### config.mk
export PLATFORM = sky130hd
export DESIGN_NAME = lsu_sram_bridge_flat
export DESIGN_NICKNAME = d
export VERILOG_FILES = /design/src/rtl/lsu_sram_bridge_if.sv /design/src/rtl/lsu_sram_bridge.sv /design/src/flat_wrapper.sv
export SDC_FILE = /design/constraint.sdc
export NUM_CORES = 1
export LEC_CHECK = 0
export CAP_MARGIN = 30
export CELL_PAD_IN_SITES_DETAIL_PLACEMENT = 1
export CELL_PAD_IN_SITES_GLOBAL_PLACEMENT = 2
export CORE_ASPECT_RATIO = 2
export CORE_MARGIN = 4
export CORE_UTILIZATION = 26
export DETAILED_ROUTE_END_ITERATION = 7
export PLACE_DENSITY_LB_ADDON = 0.1
export SYNTH_ARGS = -nofsm -noshare
export SYNTH_HDL_FRONTEND = slang
export SYNTH_SLANG_ARGS = --single-unit
### constraint.sdc
create_clock -name clk -period 5.6 [get_ports clk]
set_clock_uncertainty 0.15 [all_clocks]
set_input_delay 0.56 -clock clk [delete_from_list [all_inputs] [get_ports clk]]
set_output_delay 0.56 -clock clk [all_outputs]
set_load 0.01 [all_outputs]
### src/rtl/lsu_sram_bridge_if.sv
// Request/response/SRAM bundle for the load/store bridge.
// The bridge connects through the slave modport; the core and the SRAM
// model on the other side use the master modport.
interface lsu_sram_bridge_if #(
  parameter int ADDR_W = 32
);
  logic              req_valid;
  logic              req_ready;
  logic              req_wr;
  logic [1:0]        req_size;
  logic              req_sext;
  logic [ADDR_W-1:0] req_addr;
  logic [31:0]       req_wdata;

  logic              resp_valid;
  logic              resp_ready;
  logic [31:0]       resp_rdata;
  logic              resp_err;

  logic              sram_en;
  logic [3:0]        sram_we;
  logic [ADDR_W-1:0] sram_addr;
  logic [31:0]       sram_wdata;
  logic [31:0]       sram_rdata;

  modport slave (
    input  req_valid, req_wr, req_size, req_sext, req_addr, req_wdata,
    output req_ready,
    output resp_valid, resp_rdata, resp_err,
    input  resp_ready,
    output sram_en, sram_we, sram_addr, sram_wdata,
    input  sram_rdata
  );

  modport master (
    output req_valid, req_wr, req_size, req_sext, req_addr, req_wdata,
    input  req_ready,
    input  resp_valid, resp_rdata, resp_err,
    output resp_ready,
    input  sram_en, sram_we, sram_addr, sram_wdata,
    output sram_rdata
  );
endinterface

### src/rtl/lsu_sram_bridge.sv
// Load/store bridge between the core's MEM stage and the data SRAM.
// One request in, one SRAM access, one response out; stores build byte
// strobes and replicate data across lanes, loads wait RD_LAT cycles and
// then pick/extend the addressed lane.
// Optional build macro MISALIGN_CHECK_EN: misaligned half/word requests
// skip the SRAM entirely and answer with resp_err=1.
module lsu_sram_bridge #(
  parameter int RD_LAT = 1,
  parameter int ADDR_W = 32
) (
  input logic            clk,
  input logic            reset,
  lsu_sram_bridge_if.slave bus
);

  typedef enum logic [1:0] {IDLE, ACCESS, WAIT, RESP} state_t;

  state_t            state, state_nxt;
  logic              wr_q;
  logic [1:0]        size_q;
  logic              sext_q;
  logic [ADDR_W-1:0] addr_q;
  logic [31:0]       wdata_q;
  logic [1:0]        cnt_q;
  logic [31:0]       rdata_q;
  logic              err_q;

  logic              accept;
  logic              misaligned;
  logic [7:0]        load_byte;
  logic [15:0]       load_half;
  logic [31:0]       load_ext;
  logic [3:0]        store_we;
  logic [31:0]       store_data;

  // ready is gated by reset so nothing can be accepted during a reset cycle
  assign bus.req_ready = (state == IDLE) && !reset;
  assign accept        = bus.req_valid && bus.req_ready;

`ifdef MISALIGN_CHECK_EN
  assign misaligned = ((bus.req_size == 2'd1) && bus.req_addr[0]) ||
                      (bus.req_size[1] && (bus.req_addr[1:0] != 2'b00));
`else
  assign misaligned = 1'b0;
`endif

  // state register
  always_ff @(posedge clk) begin
    if (reset) state <= IDLE;
    else       state <= state_nxt;
  end

  // next-state and state-decoded outputs
  always_comb begin
    state_nxt      = state;
    bus.sram_en    = 1'b0;
    bus.sram_we    = 4'b0000;
    bus.sram_wdata = 32'h0;
    bus.resp_valid = 1'b0;
    case (state)
      IDLE: begin
        if (accept) state_nxt = misaligned ? RESP : ACCESS;
      end
      ACCESS: begin
        bus.sram_en = 1'b1;
        if (wr_q) begin
          bus.sram_we    = store_we;
          bus.sram_wdata = store_data;
        end
        state_nxt = wr_q ? RESP : WAIT;
      end
      WAIT: begin
        if (cnt_q == 2'd0) state_nxt = RESP;
      end
      RESP: begin
        bus.resp_valid = 1'b1;
        if (bus.resp_ready) state_nxt = IDLE;
      end
      default: state_nxt = IDLE;
    endcase
  end

  assign bus.sram_addr  = {addr_q[ADDR_W-1:2], 2'b00};
  assign bus.resp_rdata = rdata_q;
  assign bus.resp_err   = err_q;

  // store strobes and lane-replicated store data from the latched request
  always_comb begin
    store_we   = 4'hF;
    store_data = wdata_q;
    case (size_q)
      2'd0: begin
        store_we   = 4'b0001 << addr_q[1:0];
        store_data = {4{wdata_q[7:0]}};
      end
      2'd1: begin
        store_we   = 4'b0011 << {addr_q[1], 1'b0};
        store_data = {2{wdata_q[15:0]}};
      end
      default: begin
        store_we   = 4'hF;
        store_data = wdata_q;
      end
    endcase
  end

  // load lane selection and sign/zero extension of the SRAM word
  always_comb begin
    load_byte = bus.sram_rdata[7:0];
    case (addr_q[1:0])
      2'd0:    load_byte = bus.sram_rdata[7:0];
      2'd1:    load_byte = bus.sram_rdata[15:8];
      2'd2:    load_byte = bus.sram_rdata[23:16];
      default: load_byte = bus.sram_rdata[31:24];
    endcase
    load_half = addr_q[1] ? bus.sram_rdata[31:16] : bus.sram_rdata[15:0];
    case (size_q)
      2'd0:    load_ext = {{24{sext_q & load_byte[7]}}, load_byte};
      2'd1:    load_ext = {{16{sext_q & load_half[15]}}, load_half};
      default: load_ext = bus.sram_rdata;
    endcase
  end

  // request latch, read-latency counter and held response registers
  always_ff @(posedge clk) begin
    if (reset) begin
      wr_q    <= 1'b0;
      size_q  <= 2'd0;
      sext_q  <= 1'b0;
      addr_q  <= '0;
      wdata_q <= 32'h0;
      cnt_q   <= 2'd0;
      rdata_q <= 32'h0;
      err_q   <= 1'b0;
    end else begin
      if (accept) begin
        wr_q    <= bus.req_wr;
        size_q  <= bus.req_size;
        sext_q  <= bus.req_sext;
        addr_q  <= bus.req_addr;
        wdata_q <= bus.req_wdata;
        rdata_q <= 32'h0;
        err_q   <= misaligned;
      end
      if (state == ACCESS) begin
        cnt_q <= 2'(RD_LAT - 1);
      end else if (state == WAIT) begin
        cnt_q <= cnt_q - 2'd1;
        if (cnt_q == 2'd0) rdata_q <= load_ext;
      end
    end
  end

endmodule

### src/flat_wrapper.sv
// flat-port wrapper written by rule: the top's interface ports become plain ports
module lsu_sram_bridge_flat 
#(
  parameter int RD_LAT = 1,
  parameter int ADDR_W = 32
)
  (clk, reset, bus_req_valid, bus_req_wr, bus_req_size, bus_req_sext, bus_req_addr, bus_req_wdata, bus_req_ready, bus_resp_valid, bus_resp_rdata, bus_resp_err, bus_resp_ready, bus_sram_en, bus_sram_we, bus_sram_addr, bus_sram_wdata, bus_sram_rdata);
  lsu_sram_bridge_if #(.ADDR_W(ADDR_W)) bus_i ();
  input logic clk;
  input logic reset;
  input wire logic [$bits(bus_i.req_valid)-1:0] bus_req_valid;
  input wire logic [$bits(bus_i.req_wr)-1:0] bus_req_wr;
  input wire logic [$bits(bus_i.req_size)-1:0] bus_req_size;
  input wire logic [$bits(bus_i.req_sext)-1:0] bus_req_sext;
  input wire logic [$bits(bus_i.req_addr)-1:0] bus_req_addr;
  input wire logic [$bits(bus_i.req_wdata)-1:0] bus_req_wdata;
  output wire logic [$bits(bus_i.req_ready)-1:0] bus_req_ready;
  output wire logic [$bits(bus_i.resp_valid)-1:0] bus_resp_valid;
  output wire logic [$bits(bus_i.resp_rdata)-1:0] bus_resp_rdata;
  output wire logic [$bits(bus_i.resp_err)-1:0] bus_resp_err;
  input wire logic [$bits(bus_i.resp_ready)-1:0] bus_resp_ready;
  output wire logic [$bits(bus_i.sram_en)-1:0] bus_sram_en;
  output wire logic [$bits(bus_i.sram_we)-1:0] bus_sram_we;
  output wire logic [$bits(bus_i.sram_addr)-1:0] bus_sram_addr;
  output wire logic [$bits(bus_i.sram_wdata)-1:0] bus_sram_wdata;
  input wire logic [$bits(bus_i.sram_rdata)-1:0] bus_sram_rdata;
  assign bus_i.req_valid = bus_req_valid;
  assign bus_i.req_wr = bus_req_wr;
  assign bus_i.req_size = bus_req_size;
  assign bus_i.req_sext = bus_req_sext;
  assign bus_i.req_addr = bus_req_addr;
  assign bus_i.req_wdata = bus_req_wdata;
  assign bus_req_ready = bus_i.req_ready;
  assign bus_resp_valid = bus_i.resp_valid;
  assign bus_resp_rdata = bus_i.resp_rdata;
  assign bus_resp_err = bus_i.resp_err;
  assign bus_i.resp_ready = bus_resp_ready;
  assign bus_sram_en = bus_i.sram_en;
  assign bus_sram_we = bus_i.sram_we;
  assign bus_sram_addr = bus_i.sram_addr;
  assign bus_sram_wdata = bus_i.sram_wdata;
  assign bus_i.sram_rdata = bus_sram_rdata;
  lsu_sram_bridge #(.RD_LAT(RD_LAT), .ADDR_W(ADDR_W)) u_core (.clk(clk), .reset(reset), .bus(bus_i));
endmodule
==> flow_summary.ini <==
[clocking]
cts_resized = 0
ctsHoldBuffers = 0
cts-root-buf = clkbuf_16
clk_latency_ns = 0.36
numCtsBuffers = 9
cts_sinks = 104
clk_pin_slew_ns = 0.08
cts_buffer_depth = 2
cts_setup_buffers = 0
htreeDepth = 3
tritoncts = built

[global_routing]
grt_max_degree = 68
grt_usage_pct = 19.07
first_global_vias = 5553
gr-total-overflow = 0
antenna_found_initial = 0
grt_pass1_wl_um = 32460

[die]
start_util_pct = 26.29
die_area_um2 = 22510
io_pins = 208
die_y_um = 208.2
die_w_um = 108.1
fp.coreArea_um2 = 19820
rows = 73

[timing]
relSlewSlack_pct = 36.58
fmax_ghz = 0.2862
fin_tns_setup_ns = 0
period_needed_ns = 3.493
rsz0062_at_grt = no
finalHoldViolations = 0
worst_slew_pin_slew_ns = 0.9513
setup_violations = 0
min_period_over_period_pct = 62.38
drv_slew = 0

[worst_setup_path]
critical_path_class = reg -> out
path_buf_inv = 3
cp_top_family = buffers and inverters
crit_chain = inv_1 > ha_1 > nand2_1 > buf_4 > a21oi_1 > clkdlybuf4s50_1
slowest_stage = clkdlybuf4s50_1
cp.arrival_ns = 2.78
cp_max_fo = 17
end_kind = output port
setup.worst_path.start_class = register
critPathMaxStageDelay_ns = 0.57
required_ns = 4.89

[power]
leakagePower_nw = 2.887
power.internal_mw = 1.806
worst_ir_drop_vdd_uv = 157.6
switchingPower_mw = 1.036
p_seq_share_pct = 37.8
swShare_pct = 36.45
clkPwrFrac_pct = 24.0
power_frac_comb_pct = 38.2
power.density_nw_per_um2 = 377.8
finalPower_mw = 2.842

[routing]
ant_nets = 0
first_iter_violations = 177
wl_per_cell_um = 20.42
drc_errors = 0
dr.pass1.iters = 4
routed_wl_um = 21520
drt-vias-per-instance = 4.815
num_vias = 5075

[synth]
synth_top_area_share_pct = 39.95
synth_async_sr_flop_share_pct = 0
yosys-top-cells-area = dfxtp_1 40%, nand2_1 12%, nand3b_1 9.5%
synthMuxAreaShare_pct = 5.642
netlist_area_um2 = 5211
syn_inst = 645
synth_fa_ha_area_share_pct = 1.441
synth_top_family_by_area = simple AND/OR/NAND/NOR gates
synth_seq_cells = 104
synth_compound_gate_area_share_pct = 14.91
synth_sequential_area_ratio_pct = 39.95
yosysWarnings = 0
synth_simple_gate_area_share_pct = 28.19
avgSynthCellArea_um2 = 8.079
synth-main-ff-cell = dfxtp_1
yosysUniqueCellTypes = 50
synth-xor-area-share_pct = 0.1681
synth_edf_count = 0
synth_top_area_cell = dfxtp_1

[min_path]
hold_class = reg -> reg

[run_status]
status = completed

[finish]
area_growth_pct = 44.35
nNetsFinal = 897
antenna_cells = 0
drive_gt1_share_pct = 5.934

[flow_run]
cap_viol_max_count = 0

[placement]
io_buffers = 204
dpl.hpwl_um = 16540
gp_congestion = 0.7953
## registers in the layout, summed over array words and instances, names as in the netlist
name,count
u_core.addr_q,32
u_core.bus.resp_rdata,32
u_core.wdata_q,32
u_core.cnt_q,2
u_core.size_q,2
u_core.state,2
u_core.sext_q,1
u_core.wr_q,1
## metrics by stage
stage	hold WS (ns)	cells	instance area, µm²	util (%)	setup slack, ns
after floorplan	0.2991	647	5219	-	3.384
after global placement	0.3115	1036	7168	36.17	2.609
after detailed placement	0.3154	1038	7203	36.34	2.451
after CTS	0.3298	1054	7522	37.95	2.059
after global routing	0.3395	1054	7522	37.95	1.851
final	0.3256	1054	7522	37.95	2.107
## cell usage in the layout (no fill, tap or decap), types with 2 or more instances in the layout
| cell type | Yosys | final |
|---|---|---|
| a222oi_1 | 8 | 8 |
| dfxtp_1 | 104 | 103 |
| a21oi_1 | 64 | 64 |
| nor2_1 | 32 | 31 |
| clkdlybuf4s50_1 | 0 | 203 |
| and3_1 | 8 | 8 |
| nand2b_1 | 2 | 2 |
| clkbuf_8 | 0 | 4 |
| inv_1 | 7 | 7 |
| a22o_1 | 7 | 7 |
| nand2_2 | 1 | 2 |
| buf_4 | 35 | 7 |
| mux2i_1 | 20 | 20 |
| clkbuf_16 | 0 | 9 |
| a22oi_1 | 7 | 7 |
| mux2_2 | 7 | 7 |
| nand3b_1 | 66 | 66 |
| nand2_1 | 169 | 168 |
| nand3_1 | 2 | 2 |
| o31ai_1 | 2 | 2 |
| conb_1 | 1 | 3 |
| a211oi_1 | 13 | 13 |
| ha_1 | 6 | 6 |
| or2_2 | 2 | 2 |
| o21ai_0 | 5 | 5 |
| nor3_1 | 4 | 4 |
| nor2b_1 | 3 | 3 |
## path summary, 6_finish.rpt
| path | from | end | slack [ns] | cells after the start |
|---|---|---|---|---|
| min | u_core.addr_q[16] | u_core.addr_q[16] | 0.33 | 2 |
| min reg2reg | u_core.addr_q[16] | u_core.addr_q[16] | 0.33 | 2 |
| max | u_core.state[1] | bus_sram_we[3] | 2.11 | 6 |
| max reg2reg | u_core.state[0] | u_core.bus.resp_rdata[15] | 2.99 | 7 |
## synthesized netlist by cell type (2+ instances only)
cell type  instances
nor2_1            32
mux2_2             7
or2_2              2
buf_4             35
buf_2             11
a222oi_1           8
nor2b_1            3
o31ai_1            2
a21oi_1           64
a22oi_1            7
inv_1              7
buf_1             10
ha_1               6
o21ai_0            5
dfxtp_1          104
a211oi_1          13
a22o_1             7
nand2b_1           2
nand2_1          169
nand3b_1          66
clkbuf_1          25
and3_1             8
nand3_1            2
mux2i_1           20
buf_6              2
nor3_1             4
## cell families after synthesis
logic type               Yosys count
multiplexers                      28
XOR/XNOR                           1
adder cells (fa/ha/maj)            6
buffers and inverters             91
AND/OR/NAND/NOR                  298
AO/OA/AOI/OAI                    116
other                              1
flip-flops                       104
## metal layers
layer	vias to the layer above	global-route usage, %	wire length [µm]
met1	2446	18.27	7255
met4	0	6.277	425
met2	169	38.76	12730
met3	19	3.601	1112
met5	-	0	0
li1	2441	-	-
## area by class of cell
cell class,count,area (µm²)
timing repair buffer,212,2117
inverter,8,30.03
clock buffer,14,284.0
multi-input combinational,452,2645
clock inverter,2,35.03
fill,2384,12300
tap,262,327.8
sequential,104,2083
## power by group through the flow
stage	clock, mW	combinational (mW)	sequential [mW]
after floorplan	0	0.672	1.04
after global placement	0	1.07	1.09
after detailed placement	0	1.11	1.10
after CTS	0.709	1.11	1.08
after global routing	0.734	1.19	1.10
final	0.681	1.08	1.08
## tightest hold or removal path, delay by kind of cell, from the launching register on
family	cells	cell delay, ns
AND/OR/NAND/NOR	2	0.13
flip-flops	1	0.31
Power figures use the tool's default switching activity.
